**src/rtl/mlp_pkg.sv**
```systemverilog
// Shared types and width helpers for the MLP inference sequencer.
package mlp_pkg;

   typedef enum logic [2:0] {
      IDLE,
      INIT_W,
      LOAD_X,
      ACC,
      DRAIN,
      WB,
      STORE_X
   } state_t;

   // Counter width that stays legal for a limit of 1 or 2.
   function automatic int cnt_w(input int limit);
      return (limit <= 2) ? 1 : $clog2(limit);
   endfunction

   function automatic int layer_w(input int num_layers);
      return $clog2(num_layers + 1);
   endfunction

   function automatic int dim_w(input int dim);
      return $clog2(dim);
   endfunction

   function automatic int waddr_w(input int num_layers, input int dim);
      return $clog2(num_layers * dim * dim);
   endfunction

endpackage

```
**src/rtl/mlp_seq_counter.sv**
```systemverilog
// Wrap counter: counts 0..Limit-1, flags the increment that wraps back to 0.
module counter import mlp_pkg::*; #(
   parameter int Limit = 4,
   parameter int Width = cnt_w(Limit)
) (
   input  logic             clk_i,
   input  logic             rst_ni,
   input  logic             inc_i,
   input  logic             clr_i,
   output logic [Width-1:0] value_o,
   output logic             will_overflow_o
);

   assign will_overflow_o = inc_i && (value_o == Width'(Limit - 1));

   // NOTE: sequential state uses non-blocking assignments so every flop samples pre-edge values.
   always_ff @(posedge clk_i or negedge rst_ni) begin
      if (!rst_ni) begin
         value_o <= '0;
      end else if (clr_i || will_overflow_o) begin
         value_o <= '0;
      end else if (inc_i) begin
         value_o <= value_o + Width'(1);
      end
   end

endmodule

```
**src/rtl/mlp_seq.sv**
```systemverilog
// Sequencer for the MLP datapath: weight load, input load, layer compute, result stream.
module mlp_seq import mlp_pkg::*; #(
   parameter int NumLayers = 8,
   parameter int Dim       = 16,
   parameter int LayerW    = layer_w(NumLayers),
   parameter int DimW      = dim_w(Dim),
   parameter int WAddrW    = waddr_w(NumLayers, Dim)
) (
   input  logic              clk_i,
   input  logic              rst_ni,
   input  logic              abort_i,
   input  logic              init_valid_i,
   output logic              init_ready_o,
   input  logic              start_valid_i,
   output logic              start_ready_o,
   input  logic [LayerW-1:0] start_layers_i,
   input  logic              in_valid_i,
   output logic              in_ready_o,
   output logic              result_valid_o,
   input  logic              result_ready_i,
   output logic              result_last_o,
   output logic              busy_o,
   output logic              w_ren_o,
   output logic              w_wen_o,
   output logic [WAddrW-1:0] w_addr_o,
   output logic              x_ren_o,
   output logic              x_wen_o,
   output logic              x_sel_o,
   output logic [DimW-1:0]   x_addr_o,
   output logic              acc_clr_o,
   output logic              acc_en_o
);

   localparam int LW = cnt_w(NumLayers);

   state_t            state;
   logic [LayerW-1:0] layers;
   logic              rb;
   logic              reads_done;

   logic [LW-1:0]     l;
   logic [DimW-1:0]   j;
   logic [DimW-1:0]   k;
   logic [WAddrW-1:0] n;
   logic              l_inc, j_inc, k_inc, n_inc, cnt_clr;
   logic              l_ovf, j_ovf, k_ovf, n_ovf;

   logic              init_fire, in_fire, rd_issue, beat_last, final_layer;
   logic [LayerW-1:0] clamped;
   logic [WAddrW-1:0] acc_addr;

   assign init_fire   = (state == INIT_W) && init_valid_i;
   assign in_fire     = (state == LOAD_X) && in_valid_i;
   assign rd_issue    = (state == STORE_X) && !reads_done && (!result_valid_o || result_ready_i);
   assign beat_last   = (state == STORE_X) && result_valid_o && result_ready_i && result_last_o;
   assign final_layer = l_ovf || (LayerW'(l) == layers - LayerW'(1));

   assign clamped = ((start_layers_i == '0) || (start_layers_i > LayerW'(NumLayers)))
                    ? LayerW'(NumLayers) : start_layers_i;

   // Dim is a power of two, so the l*Dim*Dim + j*Dim + k mapping is a field concatenation.
   assign acc_addr = (WAddrW'(l) << (2 * DimW)) | (WAddrW'(j) << DimW) | WAddrW'(k);

   assign cnt_clr = abort_i || beat_last;
   assign n_inc   = init_fire;
   assign k_inc   = in_fire || (state == ACC) || rd_issue;
   assign j_inc   = (state == WB);
   assign l_inc   = (state == WB) && j_ovf;

   counter #(.Limit(NumLayers), .Width(LW)) u_l (
      .clk_i(clk_i), .rst_ni(rst_ni), .inc_i(l_inc), .clr_i(cnt_clr),
      .value_o(l), .will_overflow_o(l_ovf)
   );

   counter #(.Limit(Dim), .Width(DimW)) u_j (
      .clk_i(clk_i), .rst_ni(rst_ni), .inc_i(j_inc), .clr_i(cnt_clr),
      .value_o(j), .will_overflow_o(j_ovf)
   );

   counter #(.Limit(Dim), .Width(DimW)) u_k (
      .clk_i(clk_i), .rst_ni(rst_ni), .inc_i(k_inc), .clr_i(cnt_clr),
      .value_o(k), .will_overflow_o(k_ovf)
   );

   counter #(.Limit(NumLayers * Dim * Dim), .Width(WAddrW)) u_n (
      .clk_i(clk_i), .rst_ni(rst_ni), .inc_i(n_inc), .clr_i(cnt_clr),
      .value_o(n), .will_overflow_o(n_ovf)
   );

   always_ff @(posedge clk_i or negedge rst_ni) begin
      if (!rst_ni) begin
         state          <= IDLE;
         layers         <= '0;
         rb             <= 1'b0;
         reads_done     <= 1'b0;
         result_valid_o <= 1'b0;
         result_last_o  <= 1'b0;
         acc_en_o       <= 1'b0;
         acc_clr_o      <= 1'b0;
      end else begin
         acc_en_o  <= (state == ACC) && !abort_i;
         acc_clr_o <= (state == ACC) && (k == '0) && !abort_i;
         if (abort_i) begin
            state          <= IDLE;
            rb             <= 1'b0;
            reads_done     <= 1'b0;
            result_valid_o <= 1'b0;
            result_last_o  <= 1'b0;
         end else begin
            case (state)
               IDLE: begin
                  if (init_valid_i) begin
                     state <= INIT_W;
                  end else if (start_valid_i) begin
                     layers <= clamped;
                     state  <= LOAD_X;
                  end
               end
               INIT_W: if (n_ovf) state <= IDLE;
               LOAD_X: begin
                  if (k_ovf) begin
                     rb    <= 1'b0;
                     state <= ACC;
                  end
               end
               ACC:   if (k_ovf) state <= DRAIN;
               DRAIN: state <= WB;
               WB: begin
                  if (!j_ovf) begin
                     state <= ACC;
                  end else begin
                     rb    <= ~rb;
                     state <= final_layer ? STORE_X : ACC;
                  end
               end
               STORE_X: begin
                  // Read data holds until the next read, so a stalled beat stays put.
                  if (rd_issue) begin
                     result_valid_o <= 1'b1;
                     result_last_o  <= k_ovf;
                     if (k_ovf) reads_done <= 1'b1;
                  end else if (result_ready_i) begin
                     result_valid_o <= 1'b0;
                     result_last_o  <= 1'b0;
                  end
                  if (beat_last) begin
                     reads_done <= 1'b0;
                     state      <= IDLE;
                  end
               end
               default: state <= IDLE;
            endcase
         end
      end
   end

   assign busy_o        = (state != IDLE);
   assign start_ready_o = (state == IDLE) && !init_valid_i;
   assign init_ready_o  = (state == INIT_W);
   assign in_ready_o    = (state == LOAD_X);
   assign w_wen_o       = init_fire;
   assign w_ren_o       = (state == ACC);
   assign x_wen_o       = in_fire || (state == WB);
   assign x_ren_o       = (state == ACC) || rd_issue;

   // NOTE: every combinational output gets a default first so no latch is inferred.
   always_comb begin
      w_addr_o = '0;
      x_addr_o = '0;
      x_sel_o  = 1'b0;
      case (state)
         INIT_W:  w_addr_o = n;
         LOAD_X:  x_addr_o = k;
         ACC: begin
            w_addr_o = acc_addr;
            x_addr_o = k;
            x_sel_o  = rb;
         end
         WB: begin
            x_addr_o = j;
            x_sel_o  = ~rb;
         end
         STORE_X: begin
            x_addr_o = k;
            x_sel_o  = rb;
         end
         default: ;
      endcase
   end

endmodule
```
**config.mk**
```make
export PLATFORM = sky130hd
export DESIGN_NAME = mlp_seq
export DESIGN_NICKNAME = d
export VERILOG_FILES = /design/src/rtl/mlp_pkg.sv /design/src/rtl/mlp_seq_counter.sv /design/src/rtl/mlp_seq.sv
export SDC_FILE = /design/constraint.sdc
export NUM_CORES = 1
export LEC_CHECK = 0
export BUFFER_PORTS_ARGS = -buffer_cell sky130_fd_sc_hd__buf_2
export CORE_ASPECT_RATIO = 1.1
export CORE_UTILIZATION = 45
export CTS_CLUSTER_SIZE = 10
export DETAILED_ROUTE_END_ITERATION = 10
export HOLD_SLACK_MARGIN = 0.1
export PLACE_DENSITY = 0.66
export SYNTH_ARGS = -nofsm -noshare
export SYNTH_HDL_FRONTEND = slang
export SYNTH_SLANG_ARGS = --single-unit
export TNS_END_PERCENT = 5
```
**constraint.sdc**
```tcl
create_clock -name clk_i -period 2.3 [get_ports clk_i]
set_clock_uncertainty 0.05 [all_clocks]
set_input_delay 0.115 -clock clk_i [delete_from_list [all_inputs] [get_ports clk_i]]
set_output_delay 0.115 -clock clk_i [all_outputs]
set_load 0.05 [all_outputs]
```
==> out/qor.yml <==
syn_nets: 277
finalCritPeriodShare_pct: 93.7
grt_max_degree: 36
reg2reg_from: "u_j.value_o[0]"
reg2reg_slack_ns: 0.32
routed_via_density: 5.88
htree_levels: 2
clkSinkCount: 35
insertion_delay_ns: 0.29
yosysSeqAreaShare_pct: 38.2
setup_viol: 0
yosys_most_used_dff: "dfrtp_1"
cts.reportedPaths.clkPinSlew_ns: 0.07
p_per_area_nw_per_um2: 568
ys_ff_latch: 35
ant_nets: 0
dp_hpwl_mm: 4.01
hold_start: "result_ready_i"
startpoint: "state[2]"
min_to: "result_valid_o"
grt_util_all_layers_pct: 21.9
grt_pass1_wl_mm: 9.37
min_period_ns: 2.16
synth_edf_count: 0
slew_headroom_pct: 44.7
holdCritPathClass: "in2reg"
cts_buffers: 5
crit_slowest_cell: "dfrtp_2"
drc_errors: 0
cts_tree: "yes"
antenna_found_initial: 0
path_cells: "buf_4 > nor2b_1 > and2_1 > buf_4 > nand2_1 > o21ai_0 > clkbuf_4"
path_class: "reg2out"
ys_types: 55
antenna_cells: 0
status: "finished, final reports clean"
die_w_um: 70.0
critPathArrivalTime_ns: 1.99
grt_pass1_vias: 1957
crit_required_ns: 2.13
netlist_instances: 259
synth.avg_cell_area_sq_um: 8.85
crit_family: "buffers and inverters"
p_leak_uw: 0.00130
detail_route.wl_per_cell_um: 15.4
drv_cap: 0
grt-ovfl-total: 0
core_area_sq_um: 4780
hold_violations: 0
die_y_um: 76.8
port_buffers: 38
cp-end-kind: "primary output"
layout_commonest_cell: "buf_2"
netlist_area_sq_um: 2290
worst_pin_slew_ns: 0.829
dr.pass1.iters: 4
rows: 26
nets: 330
rsz0062_at_grt: "false"
vias: 2163
ctsLongestPathBuffers: 2
ir_drop_mv: 0.458
hold_depth: 4
drt_iter0_drc: 168
drive_gt1_share_pct: 21.5
gp_congestion: 0.859
regToRegEndpoint: "state[2]"
cts-root-buf: "clkbuf_8"
start_util_pct: 47.9
wirelength_mm: 5.67
synth_async_sr_flop_share_pct: 100
fillerInstances: 445
area_growth_pct: 21.2
fmax_mhz: 464
io_pins: 39
slew_violations: 0
die_area_sq_um: 5380
cpMostUsedCell: "buf_4"
ys_warn_count: 0
tns_ns: 0
design_area_sq_um: 2780
placed_cell_area_sq_um: 2540
cp-start-kind: "flop"
rr_worst_depth: 5
slowest_delay_ns: 0.49
path_buf_inv: 3
final_cell_mix: "buf_2 (37), dfrtp_1 (33), a21oi_1 (25)"
critPathMaxFanout: 13
-- stage by stage --
stage / total power (uW) / hold slack, ns / util (%) / instances / worst slack, ns
2_1_floorplan: 924 / -0.231 / - / 259 / -0.103
4_1_cts: 1570 / 0.129 / 57.2 / 363 / 0.0975
6_report: 1580 / 0.129 / 58.1 / 368 / 0.144
3_5_place_dp: 1010 / 0.207 / 53.2 / 347 / 0.321
3_3_place_gp: 1010 / 0.206 / 53.2 / 347 / 0.300
5_1_grt: 1640 / 0.181 / 58.1 / 368 / 0.0345
-- area by class of cell --
class / instances / area, sq um / area share, %
clock inverter: 1 / 30.0 / 1.08
timing repair buffer: 59 / 373 / 13.4
inverter: 15 / 56.3 / 2.03
clock buffer: 6 / 72.6 / 2.61
sequential: 35 / 878 / 31.6
tap: 56 / 70.1 / 2.52
multi-input combinational: 196 / 1300 / 46.7
-- per-layer routing --
layer,global-route usage [%],vias up,share of wire [%]
li1,-,1064,-
met1,29.3,1038,45
met2,35.7,54,48
met3,3.55,7,5.0
met4,7.40,0,1.4
met5,0,-,0
-- cells by family after synthesis --
family,share of synthesized area [%]
compound gates,24.5
xor+xnor,2.29
fa+ha+maj,3.82
buf+inv,5.41
flops,38.2
mux,0.437
simple gates,25.3
-- worst max-delay path by stage --
stage | to | cells past startpoint
floorplan | layers[3] | 5
global placement | w_addr_o[10] | 7
detailed placement | w_addr_o[10] | 7
CTS | w_addr_o[10] | 7
global route | w_addr_o[10] | 7
finish | w_addr_o[10] | 7
-- timing repair --
action	in CTS	in global routing
resized for setup	1	2
hold buffers	9	0
pin swaps	0	0
hold endpoints to repair	41	0
setup endpoints to repair	1	1
setup buffers	0	5
-- power breakdown --
group / total [uW] / switching [uW] / internal, uW
logic: 359 / 221 / 138
clock network: 546 / 228 / 318
registers: 674 / 32.3 / 642
total: 1580 / 481 / 1100
-- Yosys cell counts, types with 3 or more instances --
| master | instances | area, sq um |
|---|---|---|
| a21oi_1 | 25 | 125 |
| a22o_1 | 13 | 114 |
| and3_1 | 3 | 18.8 |
| buf_2 | 3 | 15.0 |
| clkbuf_1 | 6 | 22.5 |
| dfrtp_1 | 35 | 876 |
| ha_1 | 7 | 87.6 |
| inv_1 | 15 | 56.3 |
| nand2_1 | 21 | 78.8 |
| nand2b_1 | 3 | 18.8 |
| nand3_1 | 8 | 40.0 |
| nand3b_1 | 3 | 22.5 |
| nand4_1 | 8 | 50.1 |
| nor2_1 | 19 | 71.3 |
| nor2b_1 | 3 | 18.8 |
| nor3_1 | 5 | 25.0 |
| o21ai_0 | 19 | 95.1 |
| o31ai_1 | 3 | 22.5 |
| or3_1 | 7 | 43.8 |
| or4_1 | 3 | 22.5 |
| xor2_1 | 5 | 43.8 |
-- state kept, by name (all words and copies together), names as in the netlist --
name            count
result_last_o       1
result_valid_o      1
acc_en_o            1
u_k.value_o         4
acc_clr_o           1
layers              4
u_l.value_o         3
u_n.value_o        11
rb                  1
state               3
u_j.value_o         4
reads_done          1
-- worst reg2reg max path: stages (launching register included) --
cell and delay [ns]:
dfrtp_1 0.46, ha_1 0.21, nand3_1 0.15, or2_0 0.34, a2111o_1 0.41, a211oi_1 0.25
No activity file was read; power rests on OpenSTA's default activity.
